===== config.mk =====
export PLATFORM = sky130hd
export DESIGN_NAME = alu_writeback_stage
export DESIGN_NICKNAME = d
export VERILOG_FILES = /design/src/rtl/alu_writeback_stage.sv
export SDC_FILE = /design/constraint.sdc
export NUM_CORES = 2
export LEC_CHECK = 0
export CAP_MARGIN = 10
export CORE_MARGIN = 2
export CORE_UTILIZATION = 50
export CTS_CLUSTER_DIAMETER = 50
export DETAILED_ROUTE_END_ITERATION = 10
export PLACE_DENSITY = 0.66
export SLEW_MARGIN = 15
export SYNTH_ARGS = -nofsm -noshare
export SYNTH_HDL_FRONTEND = slang
export SYNTH_SLANG_ARGS = --single-unit

===== constraint.sdc =====
create_clock -name clk -period 8.3 [get_ports clk]
set_input_delay 1.66 -clock clk [delete_from_list [all_inputs] [get_ports clk]]
set_output_delay 1.66 -clock clk [all_outputs]
set_load 0.02 [all_outputs]

===== src/rtl/alu_writeback_stage.sv =====
// Execute/writeback stage: 32-entry register file, R-type ALU, one-cycle result
// register with distance-1 forwarding, a seed-write port and a retire counter.
module alu_writeback_stage #(
   parameter int XLEN  = 32,
   parameter int NREGS = 32
) (
   input  logic            clk,
   input  logic            reset,
   input  logic            valid_in,
   input  logic [3:0]      alu_control,
   input  logic            regwrite_control,
   input  logic [4:0]      rs1,
   input  logic [4:0]      rs2,
   input  logic [4:0]      rd,
   input  logic            ld_en,
   input  logic [4:0]      ld_addr,
   input  logic [XLEN-1:0] ld_data,
   input  logic [4:0]      dbg_addr,
   output logic [XLEN-1:0] dbg_data,
   output logic            wb_valid,
   output logic [4:0]      wb_rd,
   output logic [XLEN-1:0] result_out,
   output logic            illegal,
   output logic [31:0]     retired
);

   localparam int SHW = $clog2(XLEN);

   typedef enum logic [3:0] {
      OP_ADD  = 4'd0,
      OP_SUB  = 4'd1,
      OP_SLL  = 4'd2,
      OP_SLT  = 4'd3,
      OP_SLTU = 4'd4,
      OP_XOR  = 4'd5,
      OP_SRL  = 4'd6,
      OP_SRA  = 4'd7,
      OP_OR   = 4'd8,
      OP_AND  = 4'd9
   } alu_op_e;

   logic [XLEN-1:0] regs [NREGS];
   logic [XLEN-1:0] opa, opb, alu_res;
   logic [SHW-1:0]  shamt;
   logic            op_illegal;

   // x0 wins over forwarding; wb_valid already implies wb_rd != 0.
   always_comb begin
      opa = '0;
      opb = '0;
      if (rs1 != '0) opa = (wb_valid && wb_rd == rs1) ? result_out : regs[rs1];
      if (rs2 != '0) opb = (wb_valid && wb_rd == rs2) ? result_out : regs[rs2];
   end

   assign shamt    = opb[SHW-1:0];
   assign dbg_data = (dbg_addr == '0) ? '0 : regs[dbg_addr];

   always_comb begin
      alu_res    = '0;
      op_illegal = 1'b0;
      case (alu_control)
         OP_ADD:  alu_res = opa + opb;
         OP_SUB:  alu_res = opa - opb;
         OP_SLL:  alu_res = opa << shamt;
         OP_SLT:  alu_res = {{(XLEN-1){1'b0}}, $signed(opa) < $signed(opb)};
         OP_SLTU: alu_res = {{(XLEN-1){1'b0}}, opa < opb};
         OP_XOR:  alu_res = opa ^ opb;
         OP_SRL:  alu_res = opa >> shamt;
         OP_SRA:  alu_res = $unsigned($signed(opa) >>> shamt);
         OP_OR:   alu_res = opa | opb;
         OP_AND:  alu_res = opa & opb;
         default: op_illegal = 1'b1;
      endcase
   end

   always_ff @(posedge clk) begin
      if (reset) begin
         for (int unsigned i = 0; i < NREGS; i++) regs[i] <= '0;
         result_out <= '0;
         wb_rd      <= '0;
         wb_valid   <= 1'b0;
         illegal    <= 1'b0;
         retired    <= '0;
      end else begin
         // Commit is written after the seed so it wins a same-address conflict.
         if (ld_en && ld_addr != '0) regs[ld_addr] <= ld_data;
         if (wb_valid) regs[wb_rd] <= result_out;
         if (valid_in) begin
            result_out <= alu_res;
            wb_rd      <= rd;
            wb_valid   <= regwrite_control && !op_illegal && (rd != '0);
            illegal    <= op_illegal;
            retired    <= retired + 32'd1;
         end else begin
            wb_valid <= 1'b0;
            illegal  <= 1'b0;
         end
      end
   end

endmodule

==> out/results.tsv <==
stage	metric	value	unit
run_status	status	complete, no violations	
synth	Synthesized Nets	6329	
grt	GRT overflow	0	
sta	final hold vios	0	
critical_path	Critical path origin	rs1[3]	
power_and_ir_drop	cell-internal power	0.0120	W
clocking	H-tree depth	4	
place	Port Buf Inserts	168	
place	RD Place Congestion	1.06	
sta	Slew @ Worst Pin	1.33	ns
critical_path	Critical Path AT	8.58	ns
grt	met1 Usage GRT	58.3	%
critical_path	flop2flop setup slack	1.54	ns
grt	met3 usage	28.2	%
sta	unrepaired setup endpoints after global routing	no	
critical_path	WS Path Type	input port to flop	
drt	DR vias	70800	
synth	post-synthesis mux area share	26.6	%
sta	minimum clock period	7.92	ns
synth	xor-xnor portion of the synthesized cell area	0.544	%
synth	Synth area leaders	edfxtp_1, mux4_2, a22o_1	
power_and_ir_drop	maximum VDD drop	0.226	mV
clocking	maximum clock insertion buffer count	3	
drt	1st-pass router iterations	10	
synth	asr flop ratio synth	0	%
sta	clk_skew	0.0686	ns
clocking	Clock Tree Root	clkbuf_16	
clocking	Clock Latency Late Sink	0.83	ns
synth	Post-synth EDFFs	1024	
grt	largest net degree at the start of global routing	83	
grt	first-pass GRT wire length	548	mm
place	DP Wirelength	256	mm
clocking	clk sink count	1095	
drt	remaining antenna violation count	0	
critical_path	RR Startpoint	wb_valid$_SDFF_PP0_	
sta	Setup Viol. Count Final	0	
synth	largest family of logic cells by synthesized area	multiplexers	
synth	Syn Area/Cell	12.8	um^2
synth	number of synthesized register bits	1095	
power_and_ir_drop	clock group share of total power	37.7	%
clocking	CTS buffer count	148	
critical_path	Worst R2R End	result_out[19]$_SDFFE_PP0P_	
drt	detailed-route wire length	407	mm
sta	f_max	0.126	GHz
die	Site Rows	145	
die	core area	156000	um^2
grt	All-Layer GR Usage	49.4	%
critical_path	reg2reg path depth	20	
sta	hold_ws	0.498	ns
worst_hold_path	hold path cells	2	
die	Die Area	161000	um^2
synth	Main synth FF type	edfxtp_1	
synth	Syn Inst Count	6162	
synth	Ys Warns	0	
critical_path	Critical Path Sink	result_out[19]$_SDFFE_PP0P_	
sta	Fin Setup TNS	0	ns
clocking	cts hold-fix bufs	0	
power_and_ir_drop	Logic pwr share	26.1	%
worst_hold_path	Hold WC Path Type	flop to flop	
final_layout	Final #Nets	6233	
drt	routed vias/inst	8.55	
job	Max Cap Viol	0	
power_and_ir_drop	Psw	0.00605	W
drt	DRC viols	0	
drt	Initial DRC Count	13800	
sta	fin. max-slew vios	0	
die	Die Width	401	um
grt	number of global-route vias before repair	65800	
synth	sequential-to-total area share from yosys stat	40.8	%
die	# IOs	169	
worst_hold_path	startpoint of the worst hold path	retired[8]$_SDFFE_PP0P_	
critical_path	crit end category	flop	
grt	antenna violations before repair	28	
synth	mapped cell area	78900	um^2
synth	top-area cell type share of the netlist area	39.0	%
clocking	Clk pin slew, worst setup/hold paths	0.06	ns
sta	slew margin rel.	10.8	%
synth	Synth Area in Compound Gates	19.4	%
critical_path	CP required	8.96	ns
die	die height	401	um
power_and_ir_drop	P per Cell Area	202	nW/um^2
synth	post-synth cell types	99	
synth	post-synthesis adder-cell area fraction	1.62	%
sta	period utilization	95.4	%
clocking	CTS resizes	0	
grt	met2 track demand over resource	66.0	%
drt	Avg WL per Cell	49.2	um
clocking	CTS tree	built	
clocking	setup bufs post-CTS	0	
synth	Synth area leader	edfxtp_1	
critical_path	Worst setup SP type	input port	
critical_path	Critical Path Fanout Max	14	
power_and_ir_drop	sw frac	33.6	%
grt	busiest layer in global routing	met2	
power_and_ir_drop	Seq pwr share	36.2	%
synth	Post-Synth Simple-Gate Area	5.95	%
die	starting density of the core	50.4	%
power_and_ir_drop	leakage	31.1	nW
final_layout	Area Growth Syn to Fin	13.1	%
final_layout	share of post-route cells with drive strength above 1	27.7	%
[placed cells by master, fill, tap and decap left out, drive strengths merged, types with 26 or more instances in the layout]
cell type	count
clkdlybuf4s50	140
nor3	91
clkinv	51
a31oi	26
mux2	37
and2	42
nand3	115
a22oi	55
inv	136
a211oi	45
xnor2	29
nor2	286
a32oi	31
ha	99
nor2b	39
clkbuf	177
mux2i	246
o211ai	34
o22ai	48
a22o	1029
nand4	35
or2	39
o21ai	158
mux4	805
o221ai	46
a21oi	175
diode	33
buf	443
a221oi	30
dfxtp	71
edfxtp	1024
nand2	200
[metal layers]
layer	routed length, um	vias up
li1	-	25500
met1	130000	35100
met2	162000	7913
met3	75500	2167
met4	38300	34
met5	805	-
[cell usage after synthesis, types with 23 or more instances]
master,number
a22o_1,1029
edfxtp_1,1024
mux4_2,805
clkbuf_1,629
nor2_1,286
mux2i_1,246
nand2_1,200
a21oi_1,174
o21ai_0,133
nand3_1,113
inv_1,112
ha_1,99
nor3_1,89
buf_2,80
buf_1,75
dfxtp_1,71
a22oi_1,55
o22ai_1,48
o221ai_1,46
a211oi_1,44
and2_1,41
nor2b_1,39
or2_2,36
mux2_2,35
nand4_1,35
o211ai_1,34
a221oi_1,30
xnor2_1,29
a31oi_1,26
a21o_1,24
and3_1,24
o21ai_1,24
o22a_1,24
or3_1,23
[worst min-delay path by stage]
stage	slack (ns)	endpoint
after floorplan	0.57	retired[13]$_SDFFE_PP0P_
after global placement	0.48	retired[26]$_SDFFE_PP0P_
after detailed placement	0.49	retired[13]$_SDFFE_PP0P_
after CTS	0.50	retired[13]$_SDFFE_PP0P_
after global routing	0.51	retired[10]$_SDFFE_PP0P_
final	0.50	retired[8]$_SDFFE_PP0P_
[worst max-delay path, cell delays in order]
cell and delay (ns):
clkdlybuf4s50_1 0.68, buf_4 0.30, xnor2_1 0.29, and4_1 0.34, nand2_1 0.16, buf_4 0.25
o21a_1 0.26, nor3_1 0.49, ha_1 0.38, o21ba_2 0.21, a2111oi_0 0.73, buf_4 0.24
nor4_1 0.05, buf_4 0.17, a211oi_1 0.59, buf_4 0.24, o21ba_2 0.12, o21ai_0 0.09
a41oi_1 0.31, buf_4 0.16, o22a_1 0.12, a21oi_1 0.06, nor4b_1 0.47, a31oi_1 0.14
[kinds of logic (layout without fill, tap and decap cells)]
| kind of cell | after synthesis | count (layout) |
|---|---|---|
| XOR/XNOR | 49 | 49 |
| adder cells (fa/ha/maj) | 101 | 101 |
| buffers and inverters | 948 | 975 |
| other | 0 | 33 |
| AND/OR/NAND/NOR | 968 | 968 |
| multiplexers | 1088 | 1088 |
| flip-flops | 1095 | 1095 |
| AO/OA/AOI/OAI | 1913 | 1913 |
[registers in the layout (all words and copies together) (netlist names)]
| register | count |
|---|---|
| regs | 1024 |
| result_out | 32 |
| retired | 32 |
| wb_rd | 5 |
| illegal | 1 |
| wb_valid | 1 |
[cell type report]
cell class,count,area (um^2)
well taps,2058,2570
clock buffers,175,3950
multi-input cells,4119,43700
repair buffers,585,5060
inverters,117,439
fillers,12500,67200
clock inverters,98,1200
diodes,33,82.6
flip-flops and latches,1095,32200
[metrics by stage]
step / area [um^2] / util [%] / setup WS [ns] / power, W / instances
finish: 89200 / 57.1 / 0.383 / 0.0180 / 8280
global route: 89200 / 57.0 / 0.428 / 0.0183 / 8258
CTS: 89200 / 57.0 / 0.878 / 0.0177 / 8246
detailed placement: 84000 / 53.7 / 0.0674 / 0.0111 / 7973
global placement: 84000 / 53.7 / 0.131 / 0.0111 / 7972
floorplan: 78900 / - / 1.01 / 0.00917 / 6162
[power by group through the flow]
stage	combinational (W)	sequential, W	clock, W
3_3_place_gp	0.00447	0.00659	0
4_1_cts	0.00447	0.00650	0.00677
6_report	0.00471	0.00652	0.00680
2_1_floorplan	0.00263	0.00655	0
5_1_grt	0.00476	0.00654	0.00698
3_5_place_dp	0.00445	0.00661	0
Note: power is estimated with default switching activity, not from simulation.
